## config.mk

```make
export PLATFORM = sky130hd
export DESIGN_NAME = uart_rx_flat
export DESIGN_NICKNAME = d
export VERILOG_FILES = /design/src/rtl/uart_pkg.sv /design/src/rtl/uart_rx_if.sv /design/src/rtl/uart_rx_sampler.sv /design/src/rtl/uart_rx.sv /design/src/flat_wrapper.sv
export SDC_FILE = /design/constraint.sdc
export NUM_CORES = 1
export LEC_CHECK = 0
export BUFFER_PORTS_ARGS = -buffer_cell sky130_fd_sc_hd__buf_2
export CORE_MARGIN = 3
export CORE_UTILIZATION = 50
export DETAILED_ROUTE_END_ITERATION = 8
export HOLD_SLACK_MARGIN = 0.1
export PLACE_DENSITY = 0.74
export SLEW_MARGIN = 20
export SYNTH_ARGS = -nofsm -noshare
export SYNTH_HDL_FRONTEND = slang
export SYNTH_SLANG_ARGS = --single-unit
```

## constraint.sdc

```tcl
create_clock -name CLK -period 5.3 [get_ports CLK]
set_clock_uncertainty 0.15 [all_clocks]
set_input_delay 0.53 -clock CLK [delete_from_list [all_inputs] [get_ports CLK]]
set_output_delay 0.53 -clock CLK [all_outputs]
set_load 0.01 [all_outputs]
```

## src/rtl/uart_pkg.sv

```systemverilog
`default_nettype none
// ============================================================================
// Module      : uart_pkg
// Description : Shared receiver state encoding, line-level constants and the
//               majority-vote helper used by the UART receiver.
// Revision    : 1.0 - initial release
// ============================================================================
package uart_pkg;

    typedef enum logic [2:0] {
        IDLE   = 3'd0,
        START  = 3'd1,
        DATA   = 3'd2,
        PARITY = 3'd3,
        STOP   = 3'd4
    } rx_state_t;

    localparam logic START_BIT = 1'b0;
    localparam logic STOP_BIT  = 1'b1;
    localparam logic PAR_EVEN  = 1'b0;
    localparam logic PAR_ODD   = 1'b1;

    function automatic logic maj3(input logic a, input logic b, input logic c);
        return (a & b) | (a & c) | (b & c);
    endfunction

endpackage
`default_nettype wire

```

## src/rtl/uart_rx_if.sv

```systemverilog
`default_nettype none
// ============================================================================
// Module      : uart_rx_if
// Description : Serial line, parity configuration and parallel result bundle
//               of the UART receiver.
// Revision    : 1.0 - initial release
// ============================================================================
interface uart_rx_if #(
    parameter int WIDTH = 8
);
    logic             RX_IN;
    logic             PAR_EN;
    logic             PAR_TYP;
    logic [WIDTH-1:0] P_data;
    logic             Data_valid;
    logic             PAR_ERR;
    logic             STP_ERR;
    logic             Busy;

    modport master (
        output RX_IN, PAR_EN, PAR_TYP,
        input  P_data, Data_valid, PAR_ERR, STP_ERR, Busy
    );

    modport slave (
        input  RX_IN, PAR_EN, PAR_TYP,
        output P_data, Data_valid, PAR_ERR, STP_ERR, Busy
    );
endinterface
`default_nettype wire

```

## src/rtl/uart_rx_sampler.sv

```systemverilog
`default_nettype none
// ============================================================================
// Module      : uart_rx_sampler
// Description : Per-bit edge counter and mid-bit 3-sample majority vote.
// Revision    : 1.0 - initial release
// ============================================================================
module uart_rx_sampler
    import uart_pkg::*;
#(
    parameter int PRESCALE = 8
) (
    input  wire logic CLK,
    input  wire logic rst,
    input  wire logic i_run,
    input  wire logic i_rx_s,
    output logic      o_sample_done,
    output logic      o_bit_end,
    output logic      o_vote
);
    localparam int EW = $clog2(PRESCALE);
    localparam logic [EW-1:0] c_smp_a = EW'(PRESCALE / 2 - 1);
    localparam logic [EW-1:0] c_smp_b = EW'(PRESCALE / 2);
    localparam logic [EW-1:0] c_smp_c = EW'(PRESCALE / 2 + 1);
    localparam logic [EW-1:0] c_last  = EW'(PRESCALE - 1);

    logic [EW-1:0] r_edge_cnt_q, w_edge_cnt_d;
    logic          r_smp_a_q, w_smp_a_d;
    logic          r_smp_b_q, w_smp_b_d;

    // The counter idles at 0 so the first low cycle seen in IDLE is edge 0.
    always_comb begin
        w_edge_cnt_d = '0;
        w_smp_a_d    = r_smp_a_q;
        w_smp_b_d    = r_smp_b_q;
        if (i_run) begin
            w_edge_cnt_d = (r_edge_cnt_q == c_last) ? '0 : r_edge_cnt_q + EW'(1);
        end
        if (r_edge_cnt_q == c_smp_a) begin
            w_smp_a_d = i_rx_s;
        end
        if (r_edge_cnt_q == c_smp_b) begin
            w_smp_b_d = i_rx_s;
        end
    end

    always_ff @(posedge CLK) begin
        if (rst) begin
            r_edge_cnt_q <= '0;
            r_smp_a_q    <= 1'b1;
            r_smp_b_q    <= 1'b1;
        end else begin
            r_edge_cnt_q <= w_edge_cnt_d;
            r_smp_a_q    <= w_smp_a_d;
            r_smp_b_q    <= w_smp_b_d;
        end
    end

    assign o_sample_done = (r_edge_cnt_q == c_smp_c);
    assign o_bit_end     = (r_edge_cnt_q == c_last);
    assign o_vote        = maj3(r_smp_a_q, r_smp_b_q, i_rx_s);

endmodule
`default_nettype wire

```

## src/rtl/uart_rx.sv

```systemverilog
`default_nettype none
// ============================================================================
// Module      : uart_rx
// Description : Oversampling UART receiver with optional parity, delivering a
//               parallel word plus one-cycle valid / parity / stop strobes.
// Revision    : 1.0 - initial release
// ============================================================================
module uart_rx
    import uart_pkg::*;
#(
    parameter int WIDTH    = 8,
    parameter int PRESCALE = 8
) (
    input wire logic CLK,
    input wire logic rst,
    uart_rx_if.slave bus
);
    localparam int CW = (WIDTH > 1) ? $clog2(WIDTH) : 1;
    localparam logic [CW-1:0] c_last_bit = CW'(WIDTH - 1);

    rx_state_t        r_state_q, w_state_d;
    logic             r_sync1_q, w_sync1_d;
    logic             r_sync2_q, w_sync2_d;
    logic [CW-1:0]    r_bit_cnt_q, w_bit_cnt_d;
    logic [WIDTH-1:0] r_shift_q, w_shift_d;
    logic             r_par_en_q, w_par_en_d;
    logic             r_par_typ_q, w_par_typ_d;
    logic             r_par_bad_q, w_par_bad_d;
    logic             r_stp_bad_q, w_stp_bad_d;
    logic [WIDTH-1:0] r_p_data_q, w_p_data_d;
    logic             r_data_valid_q, w_data_valid_d;
    logic             r_par_err_q, w_par_err_d;
    logic             r_stp_err_q, w_stp_err_d;

    logic w_rx_s;
    logic w_run;
    logic w_sample_done;
    logic w_bit_end;
    logic w_vote;
    logic w_stp_now;

    assign w_rx_s = r_sync2_q;
    assign w_run  = (w_state_d != IDLE);

    uart_rx_sampler #(
        .PRESCALE (PRESCALE)
    ) u_sampler (
        .CLK           (CLK),
        .rst           (rst),
        .i_run         (w_run),
        .i_rx_s        (w_rx_s),
        .o_sample_done (w_sample_done),
        .o_bit_end     (w_bit_end),
        .o_vote        (w_vote)
    );

    // With small prescales the stop-bit vote and bit end share a cycle.
    assign w_stp_now = w_sample_done ? (w_vote != STOP_BIT) : r_stp_bad_q;

    always_comb begin
        w_sync1_d      = bus.RX_IN;
        w_sync2_d      = r_sync1_q;
        w_state_d      = r_state_q;
        w_bit_cnt_d    = r_bit_cnt_q;
        w_shift_d      = r_shift_q;
        w_par_en_d     = r_par_en_q;
        w_par_typ_d    = r_par_typ_q;
        w_par_bad_d    = r_par_bad_q;
        w_stp_bad_d    = r_stp_bad_q;
        w_p_data_d     = r_p_data_q;
        w_data_valid_d = 1'b0;
        w_par_err_d    = 1'b0;
        w_stp_err_d    = 1'b0;

        case (r_state_q)
            IDLE: begin
                if (w_rx_s == START_BIT) begin
                    w_state_d   = START;
                    w_bit_cnt_d = '0;
                    w_par_en_d  = bus.PAR_EN;
                    w_par_typ_d = bus.PAR_TYP;
                    w_par_bad_d = 1'b0;
                    w_stp_bad_d = 1'b0;
                end
            end
            START: begin
                if (w_sample_done && (w_vote != START_BIT)) begin
                    w_state_d = IDLE;
                end else if (w_bit_end) begin
                    w_state_d = DATA;
                end
            end
            DATA: begin
                if (w_sample_done) begin
                    w_shift_d = {w_vote, r_shift_q[WIDTH-1:1]};
                end
                if (w_bit_end) begin
                    if (r_bit_cnt_q == c_last_bit) begin
                        w_bit_cnt_d = '0;
                        w_state_d   = r_par_en_q ? PARITY : STOP;
                    end else begin
                        w_bit_cnt_d = r_bit_cnt_q + CW'(1);
                    end
                end
            end
            PARITY: begin
                if (w_sample_done) begin
                    w_par_bad_d = (w_vote != ((^r_shift_q) ^ r_par_typ_q));
                end
                if (w_bit_end) begin
                    w_state_d = STOP;
                end
            end
            STOP: begin
                if (w_sample_done) begin
                    w_stp_bad_d = (w_vote != STOP_BIT);
                end
                if (w_bit_end) begin
                    w_state_d      = IDLE;
                    w_par_err_d    = r_par_bad_q;
                    w_stp_err_d    = w_stp_now;
                    w_data_valid_d = !r_par_bad_q && !w_stp_now;
                    if (w_data_valid_d) begin
                        w_p_data_d = r_shift_q;
                    end
                end
            end
            default: begin
                w_state_d = IDLE;
            end
        endcase
    end

    always_ff @(posedge CLK) begin
        if (rst) begin
            r_state_q      <= IDLE;
            r_sync1_q      <= 1'b1;
            r_sync2_q      <= 1'b1;
            r_bit_cnt_q    <= '0;
            r_shift_q      <= '0;
            r_par_en_q     <= 1'b0;
            r_par_typ_q    <= 1'b0;
            r_par_bad_q    <= 1'b0;
            r_stp_bad_q    <= 1'b0;
            r_p_data_q     <= '0;
            r_data_valid_q <= 1'b0;
            r_par_err_q    <= 1'b0;
            r_stp_err_q    <= 1'b0;
        end else begin
            r_state_q      <= w_state_d;
            r_sync1_q      <= w_sync1_d;
            r_sync2_q      <= w_sync2_d;
            r_bit_cnt_q    <= w_bit_cnt_d;
            r_shift_q      <= w_shift_d;
            r_par_en_q     <= w_par_en_d;
            r_par_typ_q    <= w_par_typ_d;
            r_par_bad_q    <= w_par_bad_d;
            r_stp_bad_q    <= w_stp_bad_d;
            r_p_data_q     <= w_p_data_d;
            r_data_valid_q <= w_data_valid_d;
            r_par_err_q    <= w_par_err_d;
            r_stp_err_q    <= w_stp_err_d;
        end
    end

    assign bus.P_data     = r_p_data_q;
    assign bus.Data_valid = r_data_valid_q;
    assign bus.PAR_ERR    = r_par_err_q;
    assign bus.STP_ERR    = r_stp_err_q;
    assign bus.Busy       = (r_state_q != IDLE);

endmodule
`default_nettype wire
```

## src/flat_wrapper.sv

```systemverilog
// flat-port wrapper written by rule: the top's interface ports become plain ports
module uart_rx_flat import uart_pkg::*;
#(
    parameter int WIDTH    = 8,
    parameter int PRESCALE = 8
)
  (CLK, rst, bus_RX_IN, bus_PAR_EN, bus_PAR_TYP, bus_P_data, bus_Data_valid, bus_PAR_ERR, bus_STP_ERR, bus_Busy);
  uart_rx_if #(.WIDTH(WIDTH)) bus_i ();
  input wire logic CLK;
  input wire logic rst;
  input wire logic [$bits(bus_i.RX_IN)-1:0] bus_RX_IN;
  input wire logic [$bits(bus_i.PAR_EN)-1:0] bus_PAR_EN;
  input wire logic [$bits(bus_i.PAR_TYP)-1:0] bus_PAR_TYP;
  output wire logic [$bits(bus_i.P_data)-1:0] bus_P_data;
  output wire logic [$bits(bus_i.Data_valid)-1:0] bus_Data_valid;
  output wire logic [$bits(bus_i.PAR_ERR)-1:0] bus_PAR_ERR;
  output wire logic [$bits(bus_i.STP_ERR)-1:0] bus_STP_ERR;
  output wire logic [$bits(bus_i.Busy)-1:0] bus_Busy;
  assign bus_i.RX_IN = bus_RX_IN;
  assign bus_i.PAR_EN = bus_PAR_EN;
  assign bus_i.PAR_TYP = bus_PAR_TYP;
  assign bus_P_data = bus_i.P_data;
  assign bus_Data_valid = bus_i.Data_valid;
  assign bus_PAR_ERR = bus_i.PAR_ERR;
  assign bus_STP_ERR = bus_i.STP_ERR;
  assign bus_Busy = bus_i.Busy;
  uart_rx #(.WIDTH(WIDTH), .PRESCALE(PRESCALE)) u_core (.CLK(CLK), .rst(rst), .bus(bus_i));
endmodule
```

==> results of run 1 <==
==> area by class of cell <==
| class | instances | area [sq um] | share of cell area (%) |
|---|---|---|---|
| Multi-Input combinational cell | 108 | 818 | 46.1 |
| Sequential cell | 36 | 721 | 40.6 |
| Timing Repair Buffer | 16 | 80.1 | 4.51 |
| Tap cell | 42 | 52.6 | 2.96 |
| Clock buffer | 6 | 41.3 | 2.33 |
| Clock inverter | 2 | 35.0 | 1.97 |
| Inverter | 7 | 26.3 | 1.48 |
==> layer usage <==
metal,vias up,wire (um)
met4,0,48
met1,527,1330
met2,25,1250
met5,-,0
met3,5,103
li1,574,-
==> worst reg2reg max path: cells and delay by family (launching register included) <==
| family | cells | cell delay, ps |
|---|---|---|
| fa+ha+maj | 2 | 630 |
| simple gates | 3 | 800 |
| flops | 1 | 420 |
| mux | 1 | 230 |
==> layout by cell type (no fill, tap or decap), types with 2 or more instances in the layout <==
cell,Yosys,layout
buf_2,3,16
nor3b_1,2,2
clkbuf_4,0,5
ha_1,7,7
nand3b_1,2,2
nor3_1,2,2
inv_1,7,7
a21oi_1,4,4
xnor2_1,7,7
mux2i_1,19,19
o21ai_0,2,2
nor2_1,23,23
a311o_1,2,2
nor4_2,2,2
nor2b_1,3,3
or3_1,4,4
xor2_1,2,2
nand2b_1,2,2
or2_2,2,2
nand3_1,4,4
dfxtp_1,36,36
nand2_1,3,3
a31oi_1,2,2
==> worst paths after layout <==
check                                        start                   end  slack (ps)  cells after the start
setup / recovery  u_core.u_sampler.r_edge_cnt_q[0]  u_core.bus.P_data[7]        2930                      6
hold / removal                           bus_RX_IN      u_core.r_sync1_q         220                      2
setup reg to reg  u_core.u_sampler.r_edge_cnt_q[0]  u_core.bus.P_data[7]        2930                      6
hold reg to reg                   u_core.r_sync1_q      u_core.r_sync2_q         270                      1
==> state kept, by name, indices dropped and copies added, names as in the netlist <==
name / cells
u_core.bus.Data_valid: 1
u_core.bus.PAR_ERR: 1
u_core.bus.P_data: 8
u_core.bus.STP_ERR: 1
u_core.r_bit_cnt_q: 3
u_core.r_par_bad_q: 1
u_core.r_par_en_q: 1
u_core.r_par_typ_q: 1
u_core.r_shift_q: 8
u_core.r_state_q: 3
u_core.r_stp_bad_q: 1
u_core.r_sync1_q: 1
u_core.r_sync2_q: 1
u_core.u_sampler.r_edge_cnt_q: 3
u_core.u_sampler.r_smp_a_q: 1
u_core.u_sampler.r_smp_b_q: 1
==> synth_stat cells, drive strengths merged, types with 3 or more instances <==
cell / instances / area [sq um]
a21oi: 4 / 20.0
buf: 4 / 22.5
clkbuf: 4 / 15.0
dfxtp: 36 / 721
ha: 7 / 87.6
inv: 7 / 26.3
mux2i: 19 / 190
nand2: 3 / 11.3
nand3: 4 / 20.0
nor2: 23 / 86.3
nor2b: 3 / 18.8
nor3: 3 / 26.3
or3: 5 / 32.5
xnor2: 7 / 61.3
==> logic make-up after synthesis <==
family,Yosys count,share of synthesized area [%]
compound gates,18,8.51
xor+xnor,9,4.92
fa+ha+maj,8,6.17
buf+inv,15,3.98
flops,36,45.0
mux,19,11.9
simple gates,54,19.6
==> per-stage QoR <==
stage / util [%] / area [sq um] / setup slack, ps
2_1_floorplan: - / 1600 / 3450
5_1_grt: 61.2 / 1770 / 2780
3_3_place_gp: 58.5 / 1700 / 3070
4_1_cts: 61.2 / 1770 / 2930
6_report: 61.2 / 1770 / 2930
3_5_place_dp: 58.5 / 1700 / 2950
==> power by group through the flow <==
| stage | Combinational [W] | Sequential (W) | Clock (W) |
|---|---|---|---|
| floorplan | 0.0000152 | 0.000281 | 0 |
| global placement | 0.0000181 | 0.000281 | 0 |
| detailed placement | 0.0000186 | 0.000281 | 0 |
| CTS | 0.0000187 | 0.000275 | 0.000191 |
| global route | 0.0000205 | 0.000276 | 0.000207 |
| finish | 0.0000187 | 0.000275 | 0.000186 |
==> impl_metrics.json, run 1 <==
{
  "die_w_um": 62.6,
  "grt_max_degree": 38,
  "grt_pass1_wl_mm": 4.82,
  "routedWlPerCell_um": 12.6,
  "die-area_sq_um": 3920,
  "ys_warn_count": 0,
  "synth_edf_count": 0,
  "met2_usage_pct": 24.8,
  "fmax_mhz": 423,
  "seq_power_share_pct": 57.4,
  "nFillCells": 271,
  "worst-path-buf-inv": 0,
  "drive_above_1_share_pct": 18.9,
  "crit_top_cell": "ha_1",
  "maxCapViolations": 0,
  "postCtsSetupBuffers": 0,
  "first_pass_iters": 4,
  "crit_required_ps": 5350,
  "num_vias": 1131,
  "switching_power_w": 0.000100,
  "grt_pass1_vias": 1051,
  "grt_use_total_pct": 15.3,
  "power_leakage_nw": 0.769,
  "final_max_slew_viol_count": 0,
  "cts_resized": 0,
  "grt_use_met1_pct": 18.6,
  "ys_types": 38,
  "synth-seq-cells": 36,
  "syn_inst": 159,
  "setup_tns_ps": 0,
  "critical_path.max_stage_delay_ps": 560,
  "start_util_pct": 55.3,
  "postSynth.asyncResetShare_pct": 0,
  "path_delay_family": "simple AND/OR/NAND/NOR gates",
  "rsz0062_at_grt": "false",
  "rows": 19,
  "place_congestion": 0.762,
  "clk_latency_ps": 340,
  "vdd_drop_max_mv": 0.149,
  "tightest_slew_ps": 694,
  "relSlewSlack_pct": 53.7,
  "period_needed_ps": 2370,
  "die_h_um": 62.6,
  "final_nets": 186,
  "avgSynthCellArea_sq_um": 10.1,
  "gr-usage-met3_pct": 4.50,
  "wirelength_mm": 2.72,
  "ys_seq_area_share_pct": 45.0,
  "cp_max_fo": 11,
  "power.internal_w": 0.000379,
  "cts_tree": "yes",
  "period_share_pct": 44.6,
  "status": "complete, no violations",
  "powerDensity_nw_per_um2": 270,
  "clkSlewWorstSetupHoldPaths_ps": 100,
  "viasPerCell": 5.21,
  "final_hold_viol_count": 0,
  "root_buffer": "clkbuf_4",
  "io_pins": 17,
  "clock_path_buffers": 2,
  "grt.busiest_layer": "met2",
  "switching_share_pct": 20.9,
  "setup_violations": 0,
  "cts_made_buffers": 5,
  "startpoint_type": "flip-flop",
  "hold_path.class": "primary input to flip-flop",
  "clockPowerShare_pct": 38.7,
  "path_cells": "ha_1 -> ha_1 -> nand3_1 -> or3_1 -> mux2i_1 -> nor2_1",
  "fin_cells": 217,
  "antenna_found_initial": 0,
  "ys.flop_type": "dfxtp_1",
  "h-tree-depth": 2,
  "p_comb_share_pct": 3.9,
  "drc_errors": 0,
  "cp_slowest_cell": "or3_1",
  "antenna-diode-count": 0,
  "core_area_sq_um": 2900,
  "total_power_w": 0.000479,
  "dp_hpwl_mm": 1.94,
  "postRouteAntennaNets": 0,
  "clock_sinks": 36,
  "crit_arrival_ps": 2420,
  "drtIter0Drc": 32,
  "grt_overflow": 0,
  "netlist_area_sq_um": 1600,
  "hold_slack_ps": 222,
  "cts_hold_buffers": 0,
  "place_inst": 209,
  "io_buffer_count": 16,
  "synth_fp_nets": 171,
  "critical_path_class": "flip-flop to flip-flop",
  "end_kind": "flip-flop",
  "areaGrowthSynthToFinish_pct": 10.7
}
(Power assumes the default switching activity.)
==> run 2, diff against run 1 <==
PLACE_DENSITY = 0.76   (was 0.74)
clock period = 1.95 ns   (was 5.3 ns; I/O delays follow)
==> impl_metrics.json, run 2 (synthesized netlist as in run 1, its figures left out) <==
{
  "status": "complete, no violations",
  "clockPowerShare_pct": 39.1,
  "switching_power_w": 0.000290,
  "multiInputGateArea_sq_um": 860,
  "cts_made_buffers": 5,
  "crit_top_cell": "ha_1",
  "drtIter0Drc": 40,
  "clock_path_buffers": 2,
  "layout_common_cells": "dfxtp_1 (33), nor2_1 (23), mux2i_1 (18)",
  "postRouteAntennaNets": 0,
  "fmax_mhz": 533,
  "tightest_slew_ps": 672,
  "root_buffer": "clkbuf_4",
  "rsz0062_at_grt": "true",
  "clk_latency_ps": 340,
  "routedWlPerCell_um": 12.4,
  "relSlewSlack_pct": 55.2,
  "placed_area_sq_um": 1770,
  "core_area_sq_um": 2900,
  "grt_max_degree": 38,
  "place_ws_ps": -41.4,
  "design_area_sq_um": 1930,
  "grt_overflow": 0,
  "met2_usage_pct": 26.5,
  "power.internal_w": 0.00104,
  "startpoint_type": "flip-flop",
  "clock_sinks": 36,
  "io_buffer_count": 16,
  "p_comb_share_pct": 4.5,
  "die_h_um": 62.6,
  "rows": 19,
  "crit_required_ps": 2050,
  "viasPerCell": 5.16,
  "critical_path_class": "flip-flop to flip-flop",
  "antenna-diode-count": 0,
  "setup_violations": 0,
  "cp_max_fo": 3,
  "drive_above_1_share_pct": 29.8,
  "areaGrowthSynthToFinish_pct": 20.5,
  "place_congestion": 0.818,
  "wirelength_mm": 2.85,
  "grt_use_total_pct": 15.8,
  "maxCapViolations": 0,
  "path_cells": "ha_1 -> ha_1 -> nor2b_1 -> o21ai_2 -> a21boi_2 -> o211a_4 -> nor4b_4",
  "nFillCells": 236,
  "layout_commonest_cell": "dfxtp_1",
  "final_hold_viol_count": 0,
  "grt.busiest_layer": "met2",
  "period_share_pct": 96.1,
  "drc_errors": 0,
  "start_util_pct": 55.3,
  "grt_pass1_vias": 1166,
  "dp_hpwl_mm": 2.06,
  "critical_path.max_stage_delay_ps": 350,
  "final_max_slew_viol_count": 0,
  "crit_arrival_ps": 1970,
  "cts_tree": "yes",
  "worst_slack_ps": 75.2,
  "antenna_found_initial": 0,
  "grt_use_met1_pct": 19.6,
  "h-tree-depth": 2,
  "regArea_sq_um": 724,
  "powerDensity_nw_per_um2": 686,
  "final_nets": 199,
  "gr-usage-met3_pct": 4.32,
  "power_leakage_nw": 0.827,
  "switching_share_pct": 21.9,
  "clkSlewWorstSetupHoldPaths_ps": 120,
  "cp_slowest_cell": "dfxtp_2",
  "first_pass_iters": 4,
  "worst-path-buf-inv": 0,
  "vdd_drop_max_mv": 0.714,
  "num_vias": 1187,
  "grt_pass1_wl_mm": 5.06,
  "io_pins": 17,
  "die-area_sq_um": 3920,
  "finish.utilization_pct": 66.6,
  "total_power_w": 0.00133,
  "hold_path.class": "primary input to flip-flop",
  "path_delay_family": "compound AO/OA/AOI/OAI gates",
  "end_kind": "flip-flop",
  "postCtsSetupBuffers": 0,
  "period_needed_ps": 1870,
  "die_w_um": 62.6,
  "seq_power_share_pct": 56.3
}
==> run 2: cell count changes in the layout (fill, tap and decap cells not counted), sizes merged <==
cell         before  now
buf              16   26
dlygate4sd3       0    3
clkinvlp          0    1
clkbuf            6    5
==> run 2: path summary, 6_finish.rpt <==
path	end	slack (ps)	cells after the start	start
min	u_core.r_shift_q[0]	220	2	rst
max	u_core.u_sampler.r_edge_cnt_q[1]	80	7	u_core.r_bit_cnt_q[0]
min reg2reg	u_core.r_sync2_q	280	1	u_core.r_sync1_q
max reg2reg	u_core.u_sampler.r_edge_cnt_q[1]	80	7	u_core.r_bit_cnt_q[0]
==> run 2: routing by layer <==
metal	part of all wire [%]	vias to the layer above	wire length, um
met5	0	-	0
met4	1.4	0	41
met3	3.8	5	109
met2	47	18	1340
met1	48	560	1360
li1	-	604	-
==> run 2: power by group through the flow <==
| stage | Clock [W] | Combinational (W) | Sequential [W] |
|---|---|---|---|
| floorplan | 0 | 0.0000414 | 0.000763 |
| global placement | 0 | 0.0000530 | 0.000763 |
| detailed placement | 0 | 0.0000552 | 0.000763 |
| CTS | 0.000536 | 0.0000599 | 0.000747 |
| global route | 0.000570 | 0.0000667 | 0.000748 |
| finish | 0.000519 | 0.0000602 | 0.000747 |
==> run 2: layout make-up <==
cell class / count / area share, %
clock buffers: 5 / 1.94
clock inverters: 3 / 2.20
well taps: 42 / 2.72
multi-input cells: 108 / 44.5
repair buffers: 29 / 9.78
flip-flops and latches: 36 / 37.5
inverters: 7 / 1.36
==> run 2: metrics by stage <==
step           hold slack (ps)  TNS (ps)  std cells
2_1_floorplan              149         0        159
3_3_place_gp               229         0        219
3_5_place_dp               238      -215        219
4_1_cts                    218         0        230
5_1_grt                    233     -6.08        230
6_report                   219         0        230
==> run 2: timing repair <==
action | 4_1_cts | 5_1_grt
pin swaps | 0 | 2
hold endpoints to repair | 3 | 0
hold buffers | 3 | 0
resized for setup | 3 | 12
setup endpoints to repair | 10 | 11
==> run 3, diff against run 2 <==
BUFFER_PORTS_ARGS = not set   (was -buffer_cell sky130_fd_sc_hd__buf_2)
CORE_MARGIN = not set   (was 3)
DONT_BUFFER_PORTS = 1   (was not set)
PLACE_DENSITY = 0.72   (was 0.76)
SETUP_SLACK_MARGIN = 0.3   (was not set)
==> impl_metrics.json, run 3 (synthesized netlist as in run 1, its figures left out) <==
{
  "clk_latency_ps": 340,
  "status": "complete, no violations",
  "crit_required_ps": 2060,
  "antenna-diode-count": 0,
  "grt_use_total_pct": 20.0,
  "final_hold_viol_count": 0,
  "clock_sinks": 36,
  "final_max_slew_viol_count": 0,
  "total_power_w": 0.00124,
  "viasPerCell": 5.31,
  "grt_pass1_wl_mm": 5.11,
  "startpoint_type": "flip-flop",
  "end_kind": "flip-flop",
  "fmax_mhz": 548,
  "areaGrowthSynthToFinish_pct": 26.9,
  "wirelength_mm": 3.14,
  "core_area_sq_um": 3050,
  "hold_path.class": "flip-flop to flip-flop",
  "cp_max_fo": 3,
  "dp_hpwl_mm": 1.97,
  "num_vias": 1189,
  "critical_path.max_stage_delay_ps": 340,
  "cts_tree": "yes",
  "setup_tns_ps": 0,
  "place_inst": 200,
  "postRouteAntennaNets": 0,
  "powerDensity_nw_per_um2": 609,
  "hold_slack_ps": 276,
  "crit_arrival_ps": 1930,
  "h-tree-depth": 2,
  "layout_common_cells": "dfxtp_1 (28), nor2_1 (22), mux2i_1 (17)",
  "clock_path_buffers": 2,
  "power_leakage_nw": 0.802,
  "first_pass_iters": 4,
  "grt_overflow": 0,
  "cp-startpoint": "u_core.r_sync2_q",
  "grt_max_degree": 37,
  "path_cells": "maj3_2 -> a311o_1 -> a21boi_2 -> o211a_4 -> nor4b_4",
  "io_buffer_count": 0,
  "fin_cells": 224,
  "drc_errors": 0,
  "maxCapViolations": 0,
  "place_congestion": 0.816,
  "reg2reg_to": "u_core.u_sampler.r_edge_cnt_q[1]",
  "period_share_pct": 93.6,
  "die_w_um": 58.6,
  "cp_slowest_cell": "dfxtp_2",
  "io_pins": 17,
  "rsz0062_at_grt": "true",
  "grt_pass1_vias": 1134,
  "rows": 20,
  "die-area_sq_um": 3440,
  "drive_above_1_share_pct": 33.3,
  "relSlewSlack_pct": 84.5,
  "endpoint": "u_core.u_sampler.r_edge_cnt_q[1]",
  "cts_made_buffers": 5,
  "worstReg2RegStart": "u_core.r_sync2_q",
  "clkSlewWorstSetupHoldPaths_ps": 100,
  "layout_commonest_cell": "dfxtp_1",
  "setup_violations": 0,
  "placed_area_sq_um": 1690,
  "antenna_found_initial": 0,
  "reg2reg_slack_ps": 120,
  "tightest_slew_ps": 232,
  "final_nets": 191,
  "root_buffer": "clkbuf_4",
  "r2r_cells": 5,
  "vdd_drop_max_mv": 0.400,
  "start_util_pct": 52.5,
  "period_needed_ps": 1830,
  "drtIter0Drc": 61,
  "routedWlPerCell_um": 14.0,
  "die_h_um": 58.6,
  "critical_path_class": "flip-flop to flip-flop",
  "design_area_sq_um": 2030
}
## run 3: cell count changes in the layout (fill, tap and decap cells not counted), moves of 2 or more
cell	change
ha_1	-2
ha_2	-2
buf_6	+4
buf_2	-16
ha_4	+4
dfxtp_2	+4
a21oi_1	-2
a21oi_2	+2
buf_12	+2
clkbuf_1	+2
dfxtp_1	-5
## run 3: layout make-up
| class | instances | area (sq um) |
|---|---|---|
| Timing Repair Buffer | 21 | 211 |
| Multi-Input combinational cell | 108 | 948 |
| Tap cell | 44 | 55.1 |
| Fill cell | 258 | 1020 |
| Inverter | 7 | 26.3 |
| Clock buffer | 8 | 58.8 |
| Sequential cell | 36 | 733 |
## run 3: worst min path at each step
| stage | from | end | cells past startpoint | slack (ps) |
|---|---|---|---|---|
| detailed placement | rst | u_core.u_sampler.r_edge_cnt_q[0] | 1 | 120 |
| finish | u_core.r_sync1_q | u_core.r_sync2_q | 1 | 280 |
| CTS | u_core.r_sync1_q | u_core.r_sync2_q | 1 | 280 |
| global placement | rst | u_core.u_sampler.r_edge_cnt_q[0] | 1 | 120 |
| floorplan | bus_RX_IN | u_core.r_sync1_q | 1 | 150 |
| global route | u_core.r_sync1_q | u_core.r_sync2_q | 1 | 310 |
## run 3: report_power, final
part	total (W)	internal (W)	switching, W
clock network	0.000412	0.000178	0.000234
logic	0.0000784	0.0000395	0.0000389
registers	0.000748	0.000741	0.00000745
## run 3: layer usage
metal | track usage [%] | routed length, um | up-vias
li1 | - | - | 587
met4 | 9.52 | 67 | 0
met1 | 24.8 | 1490 | 569
met2 | 31.5 | 1450 | 24
met5 | 0 | 0 | -
met3 | 6.59 | 134 | 9
## run 3: repair_timing
item                       in CTS  in global routing
hold endpoints to repair       36                  0
gates resized for setup        21                 11
hold buffers                    6                  0
gates cloned                    1                  0
setup buffers                   7                  2
pin swaps                       2                  3
setup endpoints to repair      19                 27
## run 3: through the flow
| stage | utilization, % | setup slack (ps) |
|---|---|---|
| 2_1_floorplan | - | 216 |
| 3_3_place_gp | 55.5 | 148 |
| 3_5_place_dp | 55.5 | 85.0 |
| 4_1_cts | 64.3 | 160 |
| 5_1_grt | 66.6 | 59.1 |
| 6_report | 66.6 | 124 |
## run 3: worst max-delay path: cells and delay by family (launching register included)
kind	cells	cell delay, ps
AND/OR/NAND/NOR	1	200
AO/OA/AOI/OAI	3	730
adder cells (fa/ha/maj)	1	330
flip-flops	1	340
